===== src/rtl/ddc_mixer_decim_if.sv =====
// Sample bus for ddc_mixer_decim: ADC/LO stream in, decimated baseband out.
// DDC_OVF_FLAG_EN adds the sticky per-rail saturation flags.
interface ddc_mixer_decim_if #(
  parameter int unsigned WIDTH = 16
);
  logic                    adc_valid;
  logic signed [WIDTH-1:0] adc_i;
  logic signed [WIDTH-1:0] adc_q;
  logic signed [WIDTH-1:0] lo_i;
  logic signed [WIDTH-1:0] lo_q;
  logic                    out_valid;
  logic signed [WIDTH-1:0] out_i;
  logic signed [WIDTH-1:0] out_q;
`ifdef DDC_OVF_FLAG_EN
  logic                    ovf_i;
  logic                    ovf_q;
`endif

  modport master (
    output adc_valid, adc_i, adc_q, lo_i, lo_q,
`ifdef DDC_OVF_FLAG_EN
    input  ovf_i, ovf_q,
`endif
    input  out_valid, out_i, out_q
  );

  modport slave (
    input  adc_valid, adc_i, adc_q, lo_i, lo_q,
`ifdef DDC_OVF_FLAG_EN
    output ovf_i, ovf_q,
`endif
    output out_valid, out_i, out_q
  );
endinterface


===== src/rtl/ddc_mixer_decim.sv =====
// Complex mix-down by conj(LO), round/saturate, then integrate-and-dump decimation.
// Optional macro DDC_OVF_FLAG_EN adds sticky ovf_i/ovf_q saturation flags.
module ddc_mixer_decim #(
  parameter int unsigned DECIM_LOG2 = 3,
  parameter int unsigned WIDTH      = 16
) (
  input  logic            clk,
  input  logic            reset_b,
  input  logic            sync_clr,
  ddc_mixer_decim_if.slave bus
);
  localparam int unsigned PW    = 2 * WIDTH;
  localparam int unsigned MW    = 2 * WIDTH + 1;
  localparam int unsigned AW    = WIDTH + DECIM_LOG2;
  localparam int unsigned SW    = AW + 1;
  localparam int unsigned CW    = (DECIM_LOG2 > 0) ? DECIM_LOG2 : 1;
  localparam int unsigned DECIM = 1 << DECIM_LOG2;

  localparam logic signed [MW-1:0] RND_MIX  = MW'(1) << (WIDTH - 2);
  localparam logic signed [MW-1:0] MIX_MAX  = (MW'(1) << (WIDTH - 1)) - MW'(1);
  localparam logic signed [MW-1:0] MIX_MIN  = MW'(0) - (MW'(1) << (WIDTH - 1));
  localparam logic signed [SW-1:0] DEC_RND  = SW'(DECIM >> 1);
  localparam logic        [CW-1:0] CNT_LAST = CW'(DECIM - 1);

  logic signed [WIDTH-1:0] adc_i, adc_q, lo_i, lo_q;
  assign adc_i = bus.adc_i;
  assign adc_q = bus.adc_q;
  assign lo_i  = bus.lo_i;
  assign lo_q  = bus.lo_q;

  logic                    p_valid_q, p_valid_d;
  logic signed [PW-1:0]    p_ac_q, p_ac_d, p_bd_q, p_bd_d, p_bc_q, p_bc_d, p_ad_q, p_ad_d;
  logic                    m_valid_q, m_valid_d;
  logic signed [MW-1:0]    mi_q, mi_d, mq_q, mq_d;
  logic                    mix_valid_q, mix_valid_d;
  logic signed [WIDTH-1:0] mix_i_q, mix_i_d, mix_q_q, mix_q_d;
  logic signed [AW-1:0]    acc_i_q, acc_i_d, acc_q_q, acc_q_d;
  logic        [CW-1:0]    cnt_q, cnt_d;
  logic                    out_valid_q, out_valid_d;
  logic signed [WIDTH-1:0] out_i_q, out_i_d, out_q_q, out_q_d;

  logic signed [MW-1:0]    sh_i, sh_q;
  logic signed [AW-1:0]    acc_i_base, acc_q_base;
  logic        [CW-1:0]    cnt_base;
  logic signed [SW-1:0]    sum_i, sum_q;

  // Round-half-up back to sample scale; saturation is checked on the shifted value.
  function automatic logic signed [MW-1:0] rnd_shift(input logic signed [MW-1:0] m);
    rnd_shift = (m + RND_MIX) >>> (WIDTH - 1);
  endfunction

  function automatic logic signed [WIDTH-1:0] sat_val(input logic signed [MW-1:0] s);
    if (s > MIX_MAX)      sat_val = WIDTH'(MIX_MAX);
    else if (s < MIX_MIN) sat_val = WIDTH'(MIX_MIN);
    else                  sat_val = WIDTH'(s);
  endfunction

`ifdef DDC_OVF_FLAG_EN
  function automatic logic sat_hit(input logic signed [MW-1:0] s);
    sat_hit = (s > MIX_MAX) || (s < MIX_MIN);
  endfunction

  logic ovf_i_q, ovf_i_d, ovf_q_q, ovf_q_d;
`endif

  // Mixer pipeline: products, conj(LO) combine, round/saturate.
  always_comb begin
    p_valid_d   = bus.adc_valid;
    p_ac_d      = p_ac_q;
    p_bd_d      = p_bd_q;
    p_bc_d      = p_bc_q;
    p_ad_d      = p_ad_q;
    m_valid_d   = p_valid_q;
    mi_d        = mi_q;
    mq_d        = mq_q;
    mix_valid_d = m_valid_q;
    mix_i_d     = mix_i_q;
    mix_q_d     = mix_q_q;
    sh_i        = rnd_shift(mi_q);
    sh_q        = rnd_shift(mq_q);
    if (bus.adc_valid) begin
      p_ac_d = PW'(adc_i) * PW'(lo_i);
      p_bd_d = PW'(adc_q) * PW'(lo_q);
      p_bc_d = PW'(adc_q) * PW'(lo_i);
      p_ad_d = PW'(adc_i) * PW'(lo_q);
    end
    if (p_valid_q) begin
      mi_d = MW'(p_ac_q) + MW'(p_bd_q);
      mq_d = MW'(p_bc_q) - MW'(p_ad_q);
    end
    if (m_valid_q) begin
      mix_i_d = sat_val(sh_i);
      mix_q_d = sat_val(sh_q);
    end
  end

  // Integrate-and-dump; sync_clr restarts the frame and the coincident sample opens it.
  always_comb begin
    acc_i_base  = sync_clr ? '0 : acc_i_q;
    acc_q_base  = sync_clr ? '0 : acc_q_q;
    cnt_base    = sync_clr ? '0 : cnt_q;
    sum_i       = SW'(acc_i_base) + SW'(mix_i_q) + DEC_RND;
    sum_q       = SW'(acc_q_base) + SW'(mix_q_q) + DEC_RND;
    acc_i_d     = acc_i_base;
    acc_q_d     = acc_q_base;
    cnt_d       = cnt_base;
    out_valid_d = 1'b0;
    out_i_d     = out_i_q;
    out_q_d     = out_q_q;
    if (mix_valid_q) begin
      if (cnt_base == CNT_LAST) begin
        out_valid_d = 1'b1;
        out_i_d     = WIDTH'(sum_i >>> DECIM_LOG2);
        out_q_d     = WIDTH'(sum_q >>> DECIM_LOG2);
        acc_i_d     = '0;
        acc_q_d     = '0;
        cnt_d       = '0;
      end else begin
        acc_i_d = acc_i_base + AW'(mix_i_q);
        acc_q_d = acc_q_base + AW'(mix_q_q);
        cnt_d   = cnt_base + CW'(1);
      end
    end
  end

`ifdef DDC_OVF_FLAG_EN
  // Sticky flags: a set on the same edge as sync_clr wins.
  always_comb begin
    ovf_i_d = sync_clr ? 1'b0 : ovf_i_q;
    ovf_q_d = sync_clr ? 1'b0 : ovf_q_q;
    if (m_valid_q && sat_hit(sh_i)) ovf_i_d = 1'b1;
    if (m_valid_q && sat_hit(sh_q)) ovf_q_d = 1'b1;
  end

  always_ff @(posedge clk or negedge reset_b) begin
    if (!reset_b) begin
      ovf_i_q <= 1'b0;
      ovf_q_q <= 1'b0;
    end else begin
      ovf_i_q <= ovf_i_d;
      ovf_q_q <= ovf_q_d;
    end
  end

  assign bus.ovf_i = ovf_i_q;
  assign bus.ovf_q = ovf_q_q;
`endif

  always_ff @(posedge clk or negedge reset_b) begin
    if (!reset_b) begin
      p_valid_q   <= 1'b0;
      p_ac_q      <= '0;
      p_bd_q      <= '0;
      p_bc_q      <= '0;
      p_ad_q      <= '0;
      m_valid_q   <= 1'b0;
      mi_q        <= '0;
      mq_q        <= '0;
      mix_valid_q <= 1'b0;
      mix_i_q     <= '0;
      mix_q_q     <= '0;
      acc_i_q     <= '0;
      acc_q_q     <= '0;
      cnt_q       <= '0;
      out_valid_q <= 1'b0;
      out_i_q     <= '0;
      out_q_q     <= '0;
    end else begin
      p_valid_q   <= p_valid_d;
      p_ac_q      <= p_ac_d;
      p_bd_q      <= p_bd_d;
      p_bc_q      <= p_bc_d;
      p_ad_q      <= p_ad_d;
      m_valid_q   <= m_valid_d;
      mi_q        <= mi_d;
      mq_q        <= mq_d;
      mix_valid_q <= mix_valid_d;
      mix_i_q     <= mix_i_d;
      mix_q_q     <= mix_q_d;
      acc_i_q     <= acc_i_d;
      acc_q_q     <= acc_q_d;
      cnt_q       <= cnt_d;
      out_valid_q <= out_valid_d;
      out_i_q     <= out_i_d;
      out_q_q     <= out_q_d;
    end
  end

  assign bus.out_valid = out_valid_q;
  assign bus.out_i     = out_i_q;
  assign bus.out_q     = out_q_q;

endmodule


===== src/flat_wrapper.sv =====
// flat-port wrapper written by rule: the top's interface ports become plain ports
module ddc_mixer_decim_flat 
#(
  parameter int unsigned DECIM_LOG2 = 3,
  parameter int unsigned WIDTH      = 16
)
  (clk, reset_b, sync_clr, bus_adc_valid, bus_adc_i, bus_adc_q, bus_lo_i, bus_lo_q, bus_out_valid, bus_out_i, bus_out_q);
  ddc_mixer_decim_if #(.WIDTH(WIDTH)) bus_i ();
  input  logic clk;
  input  logic reset_b;
  input  logic sync_clr;
  input wire logic [$bits(bus_i.adc_valid)-1:0] bus_adc_valid;
  input wire logic [$bits(bus_i.adc_i)-1:0] bus_adc_i;
  input wire logic [$bits(bus_i.adc_q)-1:0] bus_adc_q;
  input wire logic [$bits(bus_i.lo_i)-1:0] bus_lo_i;
  input wire logic [$bits(bus_i.lo_q)-1:0] bus_lo_q;
  output wire logic [$bits(bus_i.out_valid)-1:0] bus_out_valid;
  output wire logic [$bits(bus_i.out_i)-1:0] bus_out_i;
  output wire logic [$bits(bus_i.out_q)-1:0] bus_out_q;
  assign bus_i.adc_valid = bus_adc_valid;
  assign bus_i.adc_i = bus_adc_i;
  assign bus_i.adc_q = bus_adc_q;
  assign bus_i.lo_i = bus_lo_i;
  assign bus_i.lo_q = bus_lo_q;
  assign bus_out_valid = bus_i.out_valid;
  assign bus_out_i = bus_i.out_i;
  assign bus_out_q = bus_i.out_q;
  ddc_mixer_decim #(.DECIM_LOG2(DECIM_LOG2), .WIDTH(WIDTH)) u_core (.clk(clk), .reset_b(reset_b), .sync_clr(sync_clr), .bus(bus_i));
endmodule

===== config.mk =====
export PLATFORM = sky130hd
export DESIGN_NAME = ddc_mixer_decim_flat
export DESIGN_NICKNAME = d
export VERILOG_FILES = /design/src/rtl/ddc_mixer_decim_if.sv /design/src/rtl/ddc_mixer_decim.sv /design/src/flat_wrapper.sv
export SDC_FILE = /design/constraint.sdc
export NUM_CORES = 2
export LEC_CHECK = 0
export CORE_MARGIN = 3
export CORE_UTILIZATION = 55
export CTS_CLUSTER_DIAMETER = 200
export DETAILED_ROUTE_END_ITERATION = 7
export PLACE_DENSITY = 0.73
export SLEW_MARGIN = 5
export SYNTH_ARGS = -nofsm -noshare
export SYNTH_HDL_FRONTEND = slang
export SYNTH_SLANG_ARGS = --single-unit

===== constraint.sdc =====
create_clock -name clk -period 6.8 [get_ports clk]
set_input_delay 1.02 -clock clk [delete_from_list [all_inputs] [get_ports clk]]
set_output_delay 1.02 -clock clk [all_outputs]
set_load 0.01 [all_outputs]

; After elaboration in Yosys (flattened, before gate mapping)
; Cells that the tools add are included.
[classes]
addsub = 11
mul = 4
div_mod_pow = 0
magnitude_cmp = 4
n_eq_ne = 1
shift = 0
muxes = 15
n_bitwise = 0
reduce_logical = 1
[op_table]
columns = operator, n
row1 = 16-bit by 16-bit multiplier with 32-bit output, 4
row2 = 19-bit two-way mux, 6
row3 = 19-bit by 16-bit adder with 19-bit output, 4
row4 = 33-bit by 16-bit adder with 33-bit output (second input constant), 2
row5 = 16-bit two-way mux, 4
row6 = 19-bit by 4-bit adder with 19-bit output (second input constant), 2
row7 = 18-bit by 16-bit greater-than comparator with 1-bit output (second input constant), 2
row8 = 18-bit by 16-bit < comparator with 1-bit output (second input constant), 2
row9 = 32-bit by 32-bit adder with 33-bit output, 1
row10 = 32-bit by 32-bit subtractor with 33-bit output, 1
row11 = 3-bit two-way mux, 3
row12 = 3-bit by 1-bit adder with 3-bit output (second input constant), 1
row13 = 3-bit equality test (second input constant), 1
row14 = 1-bit two-way mux, 2
row15 = 2-bit AND reduction, 1
[word_totals]
ff_bits = 303
latch_bits = 0
ramBits = 0
romBits = 0
word_cells = 53
memories = 0

; Depth between registers and ports, before layout
[depth]
ltp_word = 4
depth_mapped = 25
depth_no_buf = 23

; Worst setup path before layout
; OpenSTA, ideal clock, no wires.
[synth_timing]
path_kind = in2reg
from = input port bus_adc_q[15]
to = register u_core.p_bd_q[29]
arrival_time_ns = 6.792
required_time_ns = 6.675
setup_slack_ns = -0.117
stages = 20
path_buffers = 1
path_cell_list = clkbuf_1 -> nand2_1 -> inv_1 -> fa_1 -> fa_1 -> fa_1 -> fa_1 -> fa_1 -> inv_1 -> fa_1 -> inv_1 -> ha_1 -> a21o_1 -> a21o_1 -> nor4_1 -> o311ai_1 -> a2111oi_0 -> nor3_1 -> xor2_1 -> mux2_2
[synth_via]
elab_chain_cells = 1
[synth_rtl]
columns = item, line_no
row1 = "start, declared", flat_wrapper.sv:14  ; input wire logic [$bits(bus_i.adc_q)-1:0] bus_adc_q;
row2 = 16-bit by 16-bit multiplier with 32-bit output, ddc_mixer_decim.sv:83  ; p_bd_d = PW'(adc_q) * PW'(lo_q);
row3 = "end signal, assigned", ddc_mixer_decim.sv:171  ; p_bd_q <= p_bd_d;
row4 = "end, declared", ddc_mixer_decim.sv:32  ; logic signed [PW-1:0] p_ac_q, p_ac_d, p_bd_q, p_bd_d, p_bc_q, p_bc_d, p_ad_q, p_ad_d;
; No other way between the ends.
; A chain may end at the register's enable or synchronous reset.

; Final worst setup path
[layout_timing]
from = input port bus_lo_i[5]
to = register u_core.p_bc_q[31]
[layout_via]
elab_chain_cells = 1
[layout_rtl]
columns = item, line_no
row1 = "start, declared", flat_wrapper.sv:15  ; input wire logic [$bits(bus_i.lo_i)-1:0] bus_lo_i;
row2 = 16-bit by 16-bit multiplier with 32-bit output, ddc_mixer_decim.sv:84  ; p_bc_d = PW'(adc_q) * PW'(lo_i);
row3 = "end signal, assigned", ddc_mixer_decim.sv:172  ; p_bc_q <= p_bc_d;
row4 = "end, declared", ddc_mixer_decim.sv:32
; No other way between the ends.

==> run metrics <==
EDFF count, synth=0; pre-CTS WS=-0.798 ns; Worst Setup Path Type=in -> reg; dominant cells by area after synthesis=fa_1, dfrtp_1, ha_1; Core Box Area=101000 sq um; gr usage total=0.295; die area=106000 sq um; P&R area growth vs syn=18.6%; Yosys reg bits=around 280; Ys Warns=0; CP arrival=slightly above 7 ns; clk sink count=275; row count=116; DRT antenna net count=0; Final min period=6.65 ns; port bufs=100; starting density of the core=0.559; sequential share of the synthesized area=0.122; TritonCTS Buffers=37; initial antenna violation count=4; layout cells sized above 1=0.141; RSZ-0062 raised after global routing=true; FF+latch area=6880 sq um; DRT Wirelength=159000 um; status=finished, final reports clean; Syn Inst Count=6036; skew final=~0.041 ns; CTS max path bufs=3; area of the multi-input gates=around 44000 sq um; WL/cell=20.0 um; ys flop type=dfrtp_1; CTS tree=yes; period utilisation layout=0.978; FILL cells=7788; Final Wtd Congestion=0.980; Max Fclk=0.150 GHz; Final Worst Setup Slack=roughly 0.15 ns; Mapped Avg Cell Area=9.32 sq um; Post-synth top cells=inv_1, fa_1, nand2_1, and2_1, ha_1; total gr overflow=0; Max Fanout on Critical Path=13; Worst Path Required=roughly 7.3 ns; Skew-Pair Late Insertion Delay=0.60 ns; most frequent cell after synthesis=inv_1; fraction of registers with async set/reset=1.00; Post-Syn Nets=7650; worst rel slew slack=0.271; Die H=between 300 and 400 um; H-tree depth=2; Max Slew Vio Count=0; Via-to-Cell Ratio=5.54; startpoint types=primary input; vias after detailed routing=44.2k; DRC viols=0; DIE WIDTH=326 um; Reg clk slew, reported paths=approximately 0.06 ns; HP Class=reg -> reg; setup_tns=0 ns; Pre-antenna DRT Iters=6; Iteration-0 DRC Markers=roughly 3.6k; root buffer cell=clkbuf_16; Max-Cap Viols=0; Fin. Hold Viols=0; Ports=101; fin nets=8199; Finish-stage setup viols=0; Cell variety after synth=81; Synth area leader=fa_1; Worst Setup End Kind=register; Post-DP HPWL=125000 um; Synth top area share=0.384; vias in the first global route=46.6k; Worst-Margin Slew=between 1 and 1.5 ns; first-pass GRT wire length=249000 um; largest net degree at the start of global routing=112; Mapped Area=56300 sq um
## final timing paths
check | start | end | slack (ns) | depth (start not counted)
min in group asynchronous | reset_b | u_core.acc_i_q[8] | 0.49 | 1
max in group asynchronous | reset_b | u_core.p_ac_q[12] | 4.98 | 2
hold / removal | u_core.bus.out_i[5] | u_core.bus.out_i[5] | 0.47 | 2
setup / recovery | bus_lo_i[5] | u_core.p_bc_q[31] | 0.15 | 23
hold reg to reg | u_core.bus.out_i[5] | u_core.bus.out_i[5] | 0.47 | 2
setup reg to reg | u_core.acc_q_q[1] | u_core.bus.out_q[15] | 3.22 | 12
## what timing repair did
action / CTS / global route
buffers inserted: 0 / 31
gates resized for setup: 18 / 161
pin swaps: 1 / 68
hold buffers: 0 / 0
cloned: 0 / 22
endpoints found under the setup margin: 18 / 41
## logic make-up (layout without fill, tap and decap cells)
group	Yosys count	count (layout)	synth area share
AO/OA/AOI/OAI	724	724	0.0874
adder cells (fa/ha/maj)	1546	1546	0.488
multiplexers	92	92	0.0182
flip-flops	275	275	0.122
XOR/XNOR	223	223	0.0347
buffers and inverters	1501	2079	0.100
AND/OR/NAND/NOR	1675	1675	0.149
other	0	2	0
## through the flow
step / area (sq um) / hold slack [ns] / utilization / std cells
final: 66700 / 0.470 / 0.663 / 7973
after global routing: 66700 / 0.494 / 0.663 / 7971
after global placement: 63800 / 0.450 / 0.633 / 7852
after CTS: 65200 / 0.476 / 0.648 / 7920
after detailed placement: 63800 / 0.463 / 0.633 / 7852
after floorplan: 56300 / 0.352 / - / 6036
## area by class of cell
class,count,share of cell area
Sequential cell,275,0.103
Multi-Input combinational cell,4260,0.664
Clock inverter,20,0.00527
Timing Repair Buffer,766,0.117
Antenna cell,2,0.0000750
Tap cell,1357,0.0254
Clock buffer,48,0.0152
Inverter,1245,0.0700
## routing by layer
metal	up-vias	part of all wire	global-route usage
met1	22200	0.40	0.403
met2	1815	0.44	0.464
met5	-	0.000044	0
met4	2	0.065	0.144
met3	341	0.085	0.0457
li1	19800	-	-
## flip-flops by register name (all words and copies together), names as in the netlist, 3 cells and up
signal	count
u_core.p_bc_q	32
u_core.p_ad_q	32
u_core.p_bd_q	32
u_core.mix_i_q	16
u_core.p_ac_q	32
u_core.bus.out_i	16
u_core.cnt_q	3
u_core.acc_q_q	19
u_core.mi_q	19
u_core.acc_i_q	19
u_core.mix_q_q	16
u_core.bus.out_q	16
u_core.mq_q	19
## worst max-delay path, stage by stage
cell,delay (ns)
clkdlybuf4s50_1,0.44
buf_12,0.17
buf_4,0.17
and2_1,0.15
fa_1,0.50
inv_1,0.05
fa_1,0.46
fa_1,0.49
fa_1,0.51
inv_1,0.05
fa_1,0.46
fa_1,0.53
ha_4,0.30
buf_4,0.12
nand3_4,0.09
a21o_1,0.23
o211a_4,0.30
buf_4,0.15
nor4bb_4,0.27
buf_4,0.18
nor3_2,0.05
or3_1,0.36
nand3_1,0.09
## layout by cell type, fill, tap and decap left out, drive strengths merged, types with 12 or more instances in the layout
master         Yosys  final
inv             1243   1246
fa              1080   1080
nand2            647    647
buf               11    646
and2             499    499
ha               466    466
dfrtp            275    275
nor2             177    177
xnor2            158    158
a21oi            155    155
o21ai            144    144
mux2              79     79
a21o              71     71
clkbuf           245     70
xor2              65     65
clkdlybuf4s50      0     65
nand3             64     64
nor3              58     58
nor2b             55     55
o21a              54     54
a211oi            41     41
o2bb2ai           35     35
o211ai            33     33
dlymetal6s2s       0     33
and3              31     31
nand2b            29     29
o21bai            27     27
nand4             23     23
nand3b            20     20
o31ai             19     19
or3               17     17
o22a              14     14
o311ai            14     14
mux2i             13     13
a31o              13     13
a31oi             12     12
Power is not shown: default switching activity piles up to over one toggle a cycle in this logic, so the estimate is an artifact.
